File: src/rtl/dcm_lock_seq.sv
// DCM_SP reset/lock sequencer (CLKIN_IN domain).
// Holds DCM reset, waits for lock, settles, then releases system reset.
module dcm_lock_seq #(
  parameter int RST_HOLD_CYCLES = 3,
  parameter int LOCK_TIMEOUT    = 10000,
  parameter int SETTLE_CYCLES   = 16,
  parameter int MAX_RETRIES     = 7,
  parameter int CNT_W           = 16
) (
  input  logic       CLKIN_IN,
  input  logic       RST_IN,
  input  logic       LOCKED_IN,
  input  logic [7:0] STATUS_IN,
  input  logic       RETRY_REQ_IN,
  output logic       DCM_RST_OUT,
  output logic       SYS_RST_OUT,
  output logic       READY_OUT,
  output logic       FAIL_OUT,
  output logic [3:0] RETRY_CNT_OUT,
  output logic [7:0] LOSS_CNT_OUT,
  output logic [2:0] STATE_OUT
);

  typedef enum logic [2:0] {
    S_HOLD   = 3'd0,
    S_WAIT   = 3'd1,
    S_SETTLE = 3'd2,
    S_RUN    = 3'd3,
    S_FAIL   = 3'd4
  } state_t;

  localparam logic [CNT_W-1:0] HOLD_LAST =
    CNT_W'(RST_HOLD_CYCLES - 1);
  localparam logic [CNT_W-1:0] WAIT_LAST =
    CNT_W'(LOCK_TIMEOUT - 1);
  // The WAIT_LOCK cycle that sees lock counts as the
  // first settle cycle, so SETTLE itself lasts one less.
  localparam logic [CNT_W-1:0] SET_LAST =
    CNT_W'((SETTLE_CYCLES > 1) ? SETTLE_CYCLES - 2 : 0);
  localparam bit SET_SKIP = (SETTLE_CYCLES <= 1);
  localparam logic [3:0] RETRY_MAX =
    4'((MAX_RETRIES > 15) ? 15 : MAX_RETRIES);

  logic             lk_m;
  logic             lk_s;
  logic             fx_m;
  logic             fx_s;
  logic             lock_ok;
  logic             unused_status;

  state_t           state_q;
  state_t           nxt;
  logic [CNT_W-1:0] cnt_q;
  logic [CNT_W-1:0] cnt_nxt;
  logic [3:0]       retry_nxt;
  logic [7:0]       loss_nxt;
  logic             fail_ev;

  assign unused_status =
    ^{STATUS_IN[7:3], STATUS_IN[1:0]};

  assign lock_ok   = lk_s & ~fx_s;
  assign STATE_OUT = state_q;

  // Two-flop synchronizers for LOCKED and CLKFX-stopped.
  always_ff @(posedge CLKIN_IN or posedge RST_IN) begin
    if (RST_IN) begin
      lk_m <= 1'b0;
      lk_s <= 1'b0;
      fx_m <= 1'b0;
      fx_s <= 1'b0;
    end else begin
      lk_m <= LOCKED_IN;
      lk_s <= lk_m;
      fx_m <= STATUS_IN[2];
      fx_s <= fx_m;
    end
  end

  // Next-state, counter and retry/loss bookkeeping.
  always_comb begin
    nxt       = S_HOLD;
    cnt_nxt   = '0;
    retry_nxt = RETRY_CNT_OUT;
    loss_nxt  = LOSS_CNT_OUT;
    fail_ev   = 1'b0;
    case (state_q)
      S_HOLD: begin
        if (cnt_q == HOLD_LAST) begin
          nxt = S_WAIT;
        end else begin
          nxt     = S_HOLD;
          cnt_nxt = cnt_q + 1'b1;
        end
      end
      S_WAIT: begin
        if (lock_ok) begin
          nxt = SET_SKIP ? S_RUN : S_SETTLE;
        end else if (cnt_q == WAIT_LAST) begin
          fail_ev = 1'b1;
        end else begin
          nxt     = S_WAIT;
          cnt_nxt = cnt_q + 1'b1;
        end
      end
      S_SETTLE: begin
        if (!lock_ok) begin
          fail_ev = 1'b1;
        end else if (cnt_q == SET_LAST) begin
          nxt = S_RUN;
        end else begin
          nxt     = S_SETTLE;
          cnt_nxt = cnt_q + 1'b1;
        end
      end
      S_RUN: begin
        if (!lock_ok) begin
          fail_ev = 1'b1;
          if (LOSS_CNT_OUT != 8'hFF) begin
            loss_nxt = LOSS_CNT_OUT + 8'd1;
          end
        end else begin
          nxt = S_RUN;
        end
      end
      S_FAIL: begin
        if (RETRY_REQ_IN) begin
          nxt       = S_HOLD;
          retry_nxt = '0;
        end else begin
          nxt = S_FAIL;
        end
      end
      default: begin
        nxt = S_HOLD;
      end
    endcase
    if (fail_ev) begin
      if (RETRY_CNT_OUT == RETRY_MAX) begin
        nxt = S_FAIL;
      end else begin
        nxt = S_HOLD;
        if (RETRY_CNT_OUT != 4'hF) begin
          retry_nxt = RETRY_CNT_OUT + 4'd1;
        end
      end
    end
    if (nxt == S_RUN && state_q != S_RUN) begin
      retry_nxt = '0;
    end
  end

  // Sequencer state and registered outputs.
  always_ff @(posedge CLKIN_IN or posedge RST_IN) begin
    if (RST_IN) begin
      state_q       <= S_HOLD;
      cnt_q         <= '0;
      RETRY_CNT_OUT <= '0;
      LOSS_CNT_OUT  <= '0;
      DCM_RST_OUT   <= 1'b1;
      SYS_RST_OUT   <= 1'b1;
      READY_OUT     <= 1'b0;
      FAIL_OUT      <= 1'b0;
    end else begin
      state_q       <= nxt;
      cnt_q         <= cnt_nxt;
      RETRY_CNT_OUT <= retry_nxt;
      LOSS_CNT_OUT  <= loss_nxt;
      DCM_RST_OUT   <= (nxt == S_HOLD) ||
                       (nxt == S_FAIL);
      SYS_RST_OUT   <= (nxt != S_RUN);
      READY_OUT     <= (nxt == S_RUN);
      FAIL_OUT      <= (nxt == S_FAIL);
    end
  end

endmodule

File: config.mk
export PLATFORM = sky130hd
export DESIGN_NAME = dcm_lock_seq
export DESIGN_NICKNAME = d
export VERILOG_FILES = /design/src/rtl/dcm_lock_seq.sv
export SDC_FILE = /design/constraint.sdc
export NUM_CORES = 1
export LEC_CHECK = 0
export CORE_MARGIN = 2
export CORE_UTILIZATION = 35
export DETAILED_ROUTE_END_ITERATION = 6
export PLACE_DENSITY = 0.59
export SLEW_MARGIN = 25
export SYNTH_ARGS = -nofsm -noshare
export SYNTH_HDL_FRONTEND = slang
export SYNTH_SLANG_ARGS = --single-unit
File: constraint.sdc
create_clock -name CLKIN_IN -period 4.65 [get_ports CLKIN_IN]
set_input_delay 1.1625 -clock CLKIN_IN [delete_from_list [all_inputs] [get_ports CLKIN_IN]]
set_output_delay 1.1625 -clock CLKIN_IN [all_outputs]
set_load 0.05 [all_outputs]
==> impl_metrics.toml, run 1 <==
[critical_path]
required_ps = 3490
path_delay_family = "buffers and inverters"
critPathMaxFanout = 9
crit_type = "flop to primary output"
startpoint_type = "flop"
reg2reg_to = "cnt_q[13]"
cp_slowest_cell = "clkdlybuf4s50_1"
cp_data_arrival_time_ps = 1650
worstSetupEndpointType = "primary output"
worstPathCellList = "clkdlybuf4s50_1"
critical_path.max_stage_delay_ps = 860
path_buf_inv = 1
r2r-start = "cnt_q[6]"
reg2regPathDepth = 4
r2r_slack_ps = 2470
cp.depth = 1

[yosys]
syn-num-nets = 206
ys_seq_elements = 39
yosys_warnings = 0
ys_types = 45
netlist_area_um2 = 2010
avgSynthCellArea_um2 = 10.6
synth-main-ff-cell = "dfrtp_1"
synth_edf_count = 0
synth_top_area_share = 0.461
netlist_instances = 190
async_flop_share = 1.00
synth.largest_area_cell = "dfrtp_1"
synth_top_cells_by_area = "dfrtp_1, xnor2_1, a21oi_1"
seq_area_frac_synth = 0.488

[drt]
finalWirelength_um = 3910
drt_first_pass_iters = 4
avgViaCountPerCell = 5.15
routedWlPerCell_um = 13.5
ant_nets = 0
drtIter0Drc = 79
drc = 0
vias = 1488

[die]
rows = 27
core-area_um2 = 5510
dieArea_um2 = 6360
die_w_um = 79.7
die_y_um = 79.7
initial_core_util = 0.364
io_pins = 31

[layout]
layout-drive-gt1-share = 0.0922
fillers = 538
multi_input_area_um2 = 957
register_area_um2 = 978
final_cell_mix = "dfrtp_1, clkdlybuf4s50_1, a21oi_1"
fin_area_um2 = 2410
final_common_cell = "dfrtp_1"
n_antenna_cell = 0
nNetsFinal = 232
area_growth_pct = 19.9

[grt]
grt_use_total = 0.139
grt_pass1_vias = 1449
grt_max_degree = 40
grt_pass1_wl_um = 6820
antenna_found_initial = 0
grt_overflow = 0

[clock_network]
cts_resized = 0
cts_tree = "yes"
cts_buffers = 5
clockBufferDepth = 2
worstSkewPairLatency_ps = 290
cts_hold_buf = 0
clock_sinks = 39
cts_setup_buffers = 0
clockRootBuffer = "clkbuf_8"
clkSlewWorstSetupHoldPaths_ps = 80
htree_levels = 2

[placement]
gp_congestion = 0.817
port_buffers = 23
place_ws_ps = 1990
place_hpwl_um = 2680
placed_area_um2 = 2290

[timing]
slew_headroom = 0.521
worstMarginPinSlew_ps = 718
fin_ws_ps = 1840
slew_violations = 0
rsz0062_at_grt = "false"
fmax_mhz = 356
finalSetupTns_ps = 0
hold_ws_ps = 347
hold_viol = 0
min_period_over_period = 0.604
clock_skew_ps = 6.95
setup_viol = 0
period_minus_slack_ps = 2810

[power]
finalPower_uw = 1090
total_leakage_power_uw = 0.000979
power_density_nw_per_um2 = 452
irDropWorstVdd_mv = 0.195

[flow_run]
cap_violations = 0

[worst_hold_path]
min_to = "lk_s"
whs_path_depth = 0
hold_start = "lk_m"
hold_class = "flop to flop"

[outcome]
status = "completed"
## flip-flops by register name, indices dropped and copies added (netlist names), 3 cells and up
signal / count
cnt_q: 16
LOSS_CNT_OUT: 8
RETRY_CNT_OUT: 4
STATE_OUT: 3
## layer usage
metal  global-route usage  share of wire
met1                0.176           0.47
met2                0.225           0.49
met3               0.0317          0.040
met4               0.0621         0.0074
met5                    0              0
## layout make-up
cell class,count,share of cell area
clock inverters,3,0.0182
inverters,8,0.0125
repair buffers,24,0.0988
clock buffers,5,0.0286
multi-input cells,138,0.398
flip-flops and latches,39,0.407
well taps,72,0.0374
## worst max-delay path by stage
stage / from / to / slack, ps
floorplan: RST_IN / FAIL_OUT / 2600
global placement: RETRY_REQ_IN / RETRY_CNT_OUT[1] / 1990
detailed placement: RETRY_REQ_IN / RETRY_CNT_OUT[3] / 1990
CTS: STATE_OUT[0] / STATE_OUT[0] / 1830
global route: STATE_OUT[0] / STATE_OUT[0] / 1770
finish: STATE_OUT[0] / STATE_OUT[0] / 1840
## cell usage after synthesis, types with 2 or more instances
master,number
a21oi_1,16
and3_1,3
and4_1,2
buf_4,3
dfrtp_1,37
dfstp_2,2
ha_1,4
inv_1,8
mux2i_1,3
nand2_1,9
nand2b_1,2
nand3_1,9
nand4_1,6
nor2_1,10
nor2b_1,6
nor3_1,13
nor4_1,7
o21ai_0,5
o32ai_1,2
xnor2_1,11
xor2_1,8
## power breakdown
group	internal, uW	leakage (uW)	switching, uW	total [uW]
combinational	126	0.000405	234	361
clock	160	0.0000581	126	286
sequential	384	0.000516	57.8	442
## through the flow
step | util | std cells
after global placement | 0.416 | 281
after detailed placement | 0.416 | 281
after global routing | 0.437 | 289
after floorplan | - | 190
after CTS | 0.437 | 289
final | 0.437 | 289
## cell families (layout without fill, tap and decap cells)
kind of cell,Yosys count,after routing,share of synthesized area
compound gates,33,33,0.120
xor+xnor,19,19,0.0829
fa+ha+maj,4,4,0.0249
buf+inv,13,40,0.0355
flops,39,39,0.488
mux,4,4,0.0206
simple gates,78,78,0.228
Power figures use the tool's default switching activity.
==> run 2, diff against run 1 <==
clock period = 2.8 ns   (was 4.65 ns; I/O delays follow)
==> run 2 against run 1 <==
Compared with the run above: register-to-register slack worse by 1900 ps; clock-buffer cell count unchanged; non-clock buffer count up 1; setup slack worse by 1400 ps; sequential share of layout area up 0.28 points; final area down 0.68%; via count up 1.0%; die area unchanged; combinational power up 71%; worst hold slack worse by 5.4 ps; clock power up 33%; core utilization down 0.30 points; largest power group unchanged.
==> impl_metrics.toml, run 2 (synthesis results as in run 1) <==
[outcome]
status = "completed"

[clock_network]
cts_resized = 0
cts_hold_buf = 0
cts_setup_buffers = 0
clockRootBuffer = "clkbuf_8"
worstSkewPairLatency_ps = 300
cts_buffers = 5
clkSlewWorstSetupHoldPaths_ps = 80
htree_levels = 2
clock_sinks = 39
cts_tree = "yes"
clockBufferDepth = 2

[layout]
final_common_cell = "dfrtp_1"
area_growth_pct = 19.1
largest_reg_flops = 16
regMostFlops = "cnt_q"
n_antenna_cell = 0
top_regs = "cnt_q: 16 flops, LOSS_CNT_OUT: 8 flops, RETRY_CNT_OUT: 4 flops"
nNetsFinal = 233
layout-drive-gt1-share = 0.0963
final_cell_mix = "dfrtp_1, clkdlybuf4s50_1, a21oi_1"

[die]
io_pins = 31
dieArea_um2 = 6360
die_y_um = 79.7
die_w_um = 79.7
initial_core_util = 0.364
rows = 27
core-area_um2 = 5510

[critical_path]
required_ps = 2100
r2r-start = "cnt_q[6]"
crit_type = "flop to primary output"
path_delay_family = "buffers and inverters"
critical_path.max_stage_delay_ps = 850
cp_data_arrival_time_ps = 1640
worstSetupEndpointType = "primary output"
cp_slowest_cell = "clkdlybuf4s50_1"
r2r_slack_ps = 600
reg2regPathDepth = 4
startpoint_type = "flop"
critPathMaxFanout = 9
reg2reg_to = "cnt_q[13]"
path_buf_inv = 1
worstPathCellList = "clkdlybuf4s50_1"

[drt]
drt_first_pass_iters = 4
ant_nets = 0
drtIter0Drc = 62
avgViaCountPerCell = 5.18
routedWlPerCell_um = 13.5
finalWirelength_um = 3910
vias = 1503
drc = 0

[timing]
hold_ws_ps = 342
period_minus_slack_ps = 2340
worstMarginPinSlew_ps = 685
rsz0062_at_grt = "false"
slew_violations = 0
setup_viol = 0
hold_viol = 0
clock_skew_ps = 7.02
finalSetupTns_ps = 0
min_period_over_period = 0.835
slew_headroom = 0.537
fmax_mhz = 428

[flow_run]
cap_violations = 0

[grt]
grt_overflow = 0
antenna_found_initial = 0
grt_max_degree = 40
grt_pass1_wl_um = 6910
grt_use_total = 0.141
grt_pass1_vias = 1498

[worst_hold_path]
min_to = "fx_s"
whs_path_depth = 0
hold_class = "flop to flop"
hold_start = "fx_m"

[power]
total_leakage_power_uw = 0.000966
irDropWorstVdd_mv = 0.299
power_density_nw_per_um2 = 723
finalPower_uw = 1730

[placement]
port_buffers = 23
place_hpwl_um = 2730
gp_congestion = 0.827
==> run 2: cell types whose count changed in the layout (fill, tap and decap cells not counted), sizes merged <==
cell	change
buf	+1
bufinv	-1
clkinv	-1
clkinvlp	+2
==> run 2: how the worst max path moves through the flow <==
| stage | startpoint | end | slack, ps | depth (start not counted) |
|---|---|---|---|---|
| finish | STATE_OUT[0] | STATE_OUT[0] | 460 | 1 |
| global route | STATE_OUT[0] | STATE_OUT[0] | 390 | 1 |
| CTS | STATE_OUT[0] | STATE_OUT[0] | 450 | 1 |
| detailed placement | RETRY_REQ_IN | RETRY_CNT_OUT[1] | 570 | 5 |
| global placement | RETRY_REQ_IN | RETRY_CNT_OUT[1] | 600 | 5 |
| floorplan | STATE_OUT[0] | LOSS_CNT_OUT[7] | 860 | 4 |
==> run 2: layer usage <==
metal  wire length, um  global-route usage  vias up
met1              1820               0.173      725
met4                76              0.0638        0
met2              1860               0.234       24
li1                  -                   -      746
met5                 0                   0        -
met3               153              0.0362        8
==> run 2: power breakdown <==
| group | internal (uW) | total (uW) | switching [uW] | leakage, uW |
|---|---|---|---|---|
| logic | 221 | 616 | 395 | 0.000410 |
| clock network | 173 | 381 | 208 | 0.0000402 |
| registers | 638 | 732 | 93.6 | 0.000516 |
| total | 1030 | 1730 | 696 | 0.000966 |
==> run 2: layout make-up <==
class | count | area, um2
fillers | 526 | 3120
inverters | 8 | 30.0
flip-flops and latches | 39 | 978
clock buffers | 5 | 68.8
repair buffers | 25 | 245
clock inverters | 3 | 20.0
well taps | 72 | 90.1
multi-input cells | 138 | 957
==> run 2: stage by stage <==
| stage | utilization | worst slack, ps | cell area [um2] | std cells |
|---|---|---|---|---|
| after floorplan | - | 862 | 2010 | 190 |
| after detailed placement | 0.418 | 571 | 2300 | 282 |
| after global routing | 0.434 | 394 | 2390 | 290 |
| after global placement | 0.418 | 596 | 2300 | 282 |
| final | 0.434 | 461 | 2390 | 290 |
| after CTS | 0.434 | 447 | 2390 | 290 |
==> run 3, diff against run 2 <==
clock period = 2.4 ns   (was 2.8 ns; I/O delays follow)
==> run 3 against run 2 <==
Compared with the run above: die area is the same; worst hold slack gained 1.1 ps; final cell count up 1.4%; first-iteration DRC count increased by 4.8%; non-clock buffer count rose by 4; routed wire length is 2.2% lower; total power increased by 17%; combinational power rose by 20%; clock-buffer cell count did not move.
==> impl_metrics.toml, run 3 (synthesis results as in run 1) <==
[power]
seqPwrFrac = 0.417
power_density_nw_per_um2 = 835
p_clk_frac = 0.216
total_leakage_power_uw = 0.000985
p_sw_uw = 802
finalPower_uw = 2020
combinationalPowerShare = 0.367
irDropWorstVdd_mv = 0.455
p_int_uw = 1220
netSwitchingFraction = 0.397

[clock_network]
cts_resized = 0
cts_hold_buf = 0
worstSkewPairLatency_ps = 290
clockBufferDepth = 2
htree_levels = 2
cts_setup_buffers = 0
clkSlewWorstSetupHoldPaths_ps = 80
cts_buffers = 5
cts_tree = "yes"
clockRootBuffer = "clkbuf_8"
clock_sinks = 39

[drt]
drt_first_pass_iters = 4
finalWirelength_um = 3830
avgViaCountPerCell = 5.15
vias = 1514
drc = 0
routedWlPerCell_um = 13.0
ant_nets = 0
drtIter0Drc = 65

[layout]
final_cell_mix = "dfrtp_1, clkdlybuf4s50_1, a21oi_1"
n_antenna_cell = 0
top_regs = "cnt_q: 16 flops, LOSS_CNT_OUT: 8 flops, RETRY_CNT_OUT: 4 flops"
final_common_cell = "dfrtp_1"
regMostFlops = "cnt_q"
fillers = 518
multi_input_area_um2 = 957
largest_reg_flops = 16
nNetsFinal = 237
register_area_um2 = 978
area_growth_pct = 20.6
layout-drive-gt1-share = 0.113
finalNonFillerCells = 294

[timing]
worstMarginPinSlew_ps = 539
period_minus_slack_ps = 2200
fin_ws_ps = 198
min_period_over_period = 0.918
slew_violations = 0
finalSetupTns_ps = 0
rsz0062_at_grt = "false"
setup_viol = 0
hold_viol = 0
clock_skew_ps = 6.91
hold_ws_ps = 343
fmax_mhz = 454
slew_headroom = 0.637

[critical_path]
r2r_slack_ps = 390
path_buf_inv = 1
worstSetupEndpointType = "primary output"
startpoint_type = "flop"
cp_data_arrival_time_ps = 1600
cp_slowest_cell = "clkdlybuf4s50_1"
critical_path.max_stage_delay_ps = 790
worstPathCellList = "clkdlybuf4s50_1"
path_delay_family = "buffers and inverters"
required_ps = 1800
crit_type = "flop to primary output"
critPathMaxFanout = 1

[die]
die_w_um = 79.7
die_y_um = 79.7
dieArea_um2 = 6360
core-area_um2 = 5510
initial_core_util = 0.364
io_pins = 31
rows = 27

[grt]
antenna_found_initial = 0
grt_pass1_vias = 1470
grt_overflow = 0
grt_max_degree = 40
grt_pass1_wl_um = 6710
grt_use_total = 0.136

[placement]
place_hpwl_um = 2690
placedCellCount = 286
port_buffers = 23
place_ws_ps = 409
gp_congestion = 0.803

[worst_hold_path]
hold_class = "flop to flop"

[flow_run]
cap_violations = 0

[outcome]
status = "completed"
-- run 3: cell type report --
class,instances,area share
clock buffers,5,0.0284
clock inverters,3,0.00827
inverters,8,0.0124
multi-input cells,138,0.396
flip-flops and latches,39,0.404
well taps,72,0.0372
repair buffers,29,0.114
-- run 3: final timing paths --
check                            start  depth (start not counted)     endpoint
max reg2reg                   cnt_q[6]                          5    cnt_q[13]
max                        DCM_RST_OUT                          1  DCM_RST_OUT
min in group asynchronous       RST_IN                          3    READY_OUT
max in group asynchronous       RST_IN                          3         lk_m
min reg2reg                       lk_m                          0         lk_s
min                               lk_m                          0         lk_s
-- run 3: routing by layer --
| layer | global-route usage | vias up | share of wire |
|---|---|---|---|
| met5 | 0 | - | 0 |
| met4 | 0.0466 | 0 | 0.012 |
| met3 | 0.0339 | 7 | 0.041 |
| met2 | 0.222 | 26 | 0.48 |
| met1 | 0.175 | 727 | 0.46 |
| li1 | - | 754 | - |
-- run 3: power by group through the flow --
stage	combinational [uW]	clock (uW)	sequential (uW)
2_1_floorplan	384	0	1010
3_3_place_gp	743	0	859
3_5_place_dp	750	0	859
4_1_cts	753	462	845
5_1_grt	805	492	860
6_report	742	436	844
-- run 3: metrics by stage --
step,utilization,cell area (um2)
floorplan,-,2010
global placement,0.423,2330
detailed placement,0.423,2330
CTS,0.439,2420
global route,0.439,2420
finish,0.439,2420
==> RTL change, RTL diff (settings of run 2) <==
`CNT_W`: 16 -> 14.
--- a/src/rtl/dcm_lock_seq.sv
+++ b/src/rtl/dcm_lock_seq.sv
@@ -6,5 +6,5 @@
   parameter int SETTLE_CYCLES   = 16,
   parameter int MAX_RETRIES     = 7,
-  parameter int CNT_W           = 16
+  parameter int CNT_W           = 14
 ) (
   input  logic       CLKIN_IN,
Function: same outputs for any inputs over 10 cycles, from zero or initial values and one cycle with RST_IN high; that may be too few to reach the edited logic, so the function may still have changed.
==> RTL change against run 2 <==
Area after synthesis fell by 16%. Power fell by 3.0%. Largest cell class unchanged. Sequential cell count fell by 2. Setup slack improved by 0.025 ns. Critical path type unchanged. Cell area fell by 13%. Via count fell by 19%. Maximum frequency rose by 1.1%. Routed wire length fell by 19%. Die area fell by 15%. First-iteration DRC count fell by 47%.
==> RTL change: results (changes against run 2) <==
- Status: finished, final reports clean
- Max rail drop VDD: 0.0002776 V (-7.2%)
- Seq area share: 44.54% (+3.6 points)
- Syn Inst Count: 156 (-18%)
- Adder-cell share of the synthesized area: 2.954% (+0.46 points)
- GRT met1 Usage: 18.02% (+0.73 points)
- Placed insts: 232 (-18%)
- Synth top area cells: dfrtp_1, xor2_1, nor2_1
- First-pass GRT wire length: 5319 microns (-23%)
- Vias in the first global route: 1,145 (-24%)
- Tot GR Track Use: 12.98% (-1.2 points)
- Biggest regs: cnt_q: 14 flops, LOSS_CNT_OUT: 8 flops, RETRY_CNT_OUT: 4 flops
- Pre-CTS worst setup slack: 0.6819 ns (+0.1105 ns)
- Nets: 201 (-14%)
- P_leak: 0.9163 nW (-5.1%)
- Max Clock Skew: 0.007337 ns (+0.0003211 ns)
- M1 WL: 1569 microns (-14%)
- Ratio of cells with drive above 1 in the final layout: 8.065% (-1.6 points)
- Worst relative slew slack: 59.82% (+6.1 points)
- Power Density: 804.0 nW/um^2 (+11%)
- Unique masters post-synth: 37 (-18%)
- Mux cell area share after synthesis: 1.920% (-0.14 points)
- DR vias: 1,219 (-19%)
- Total Routed Length: 3182 microns (-19%)
- Final RePlAce weighted congestion: 0.7736 (-6.5%)
- CP max stage delay: 0.80 ns (-0.05 ns)
- CP arrival: 1.61 ns (-0.03 ns)
- Synth Area in Compound Gates: 4.357% (-7.7 points)
- Data buffer area share: 11.40% (+1.1 points)
- Repair and plain buffers: 24 (-4.0%)
- Sequential cell count: 37 (-5.1%)
- DR vias/cell: 5.079 (-2.0%)
- Initial DRC Count: 33 (-47%)
- CLK BUF: 7 (+2)
- M3 GR Usage: 4.252% (+0.63 points)
- Multi-input combinational area share: 35.77% (-4.3 points)
- Inverters: 3 (-5)
- Dpl hpwl: 2246 microns (-18%)
- Met2 wire len: 1416 microns (-24%)
- Xor/xnor share of the synthesized area: 9.823% (+1.5 points)
- ClkCell Share: 4.502% (+0.78 points)
- Net Count, Synth: 172 (-17%)
- First drt pass iteration count: 5 (+1)
- Largest net degree at the start of global routing: 38 (-5.0%)
- Comb_multi_in: 114 (-17%)
- Grt met2 use: 18.65% (-4.7 points)
- Routed wl met3: 137 microns (-10%)
- CP max FO: 1 (-8)
- Sequential share of the synthesized area: 54.80% (+6.0 points)
- Area after DPL: 1991 sq um (-13%)
## RTL change: where the power goes
| part | leakage [nW] | switching [mW] | internal [mW] |
|---|---|---|---|
| logic | 0.384 | 0.375 | 0.201 |
| registers | 0.488 | 0.0917 | 0.622 |
| clock network | 0.0445 | 0.186 | 0.200 |
| total | 0.916 | 0.653 | 1.02 |
## RTL change: path summary, 6_finish.rpt
kind | from | end | slack, ns | depth (start not counted)
max reg2reg | cnt_q[4]$_DFF_PP0_ | RETRY_CNT_OUT[1]$_DFF_PP0_ | 0.68 | 5
min in group asynchronous | RST_IN | cnt_q[0]$_DFF_PP0_ | 0.81 | 3
max | DCM_RST_OUT$_DFF_PP1_ | DCM_RST_OUT | 0.49 | 1
max in group asynchronous | RST_IN | SYS_RST_OUT$_DFF_PP1_ | 1.64 | 3
min reg2reg | lk_m$_DFF_PP0_ | lk_s$_DFF_PP0_ | 0.35 | 0
min | lk_m$_DFF_PP0_ | lk_s$_DFF_PP0_ | 0.35 | 0
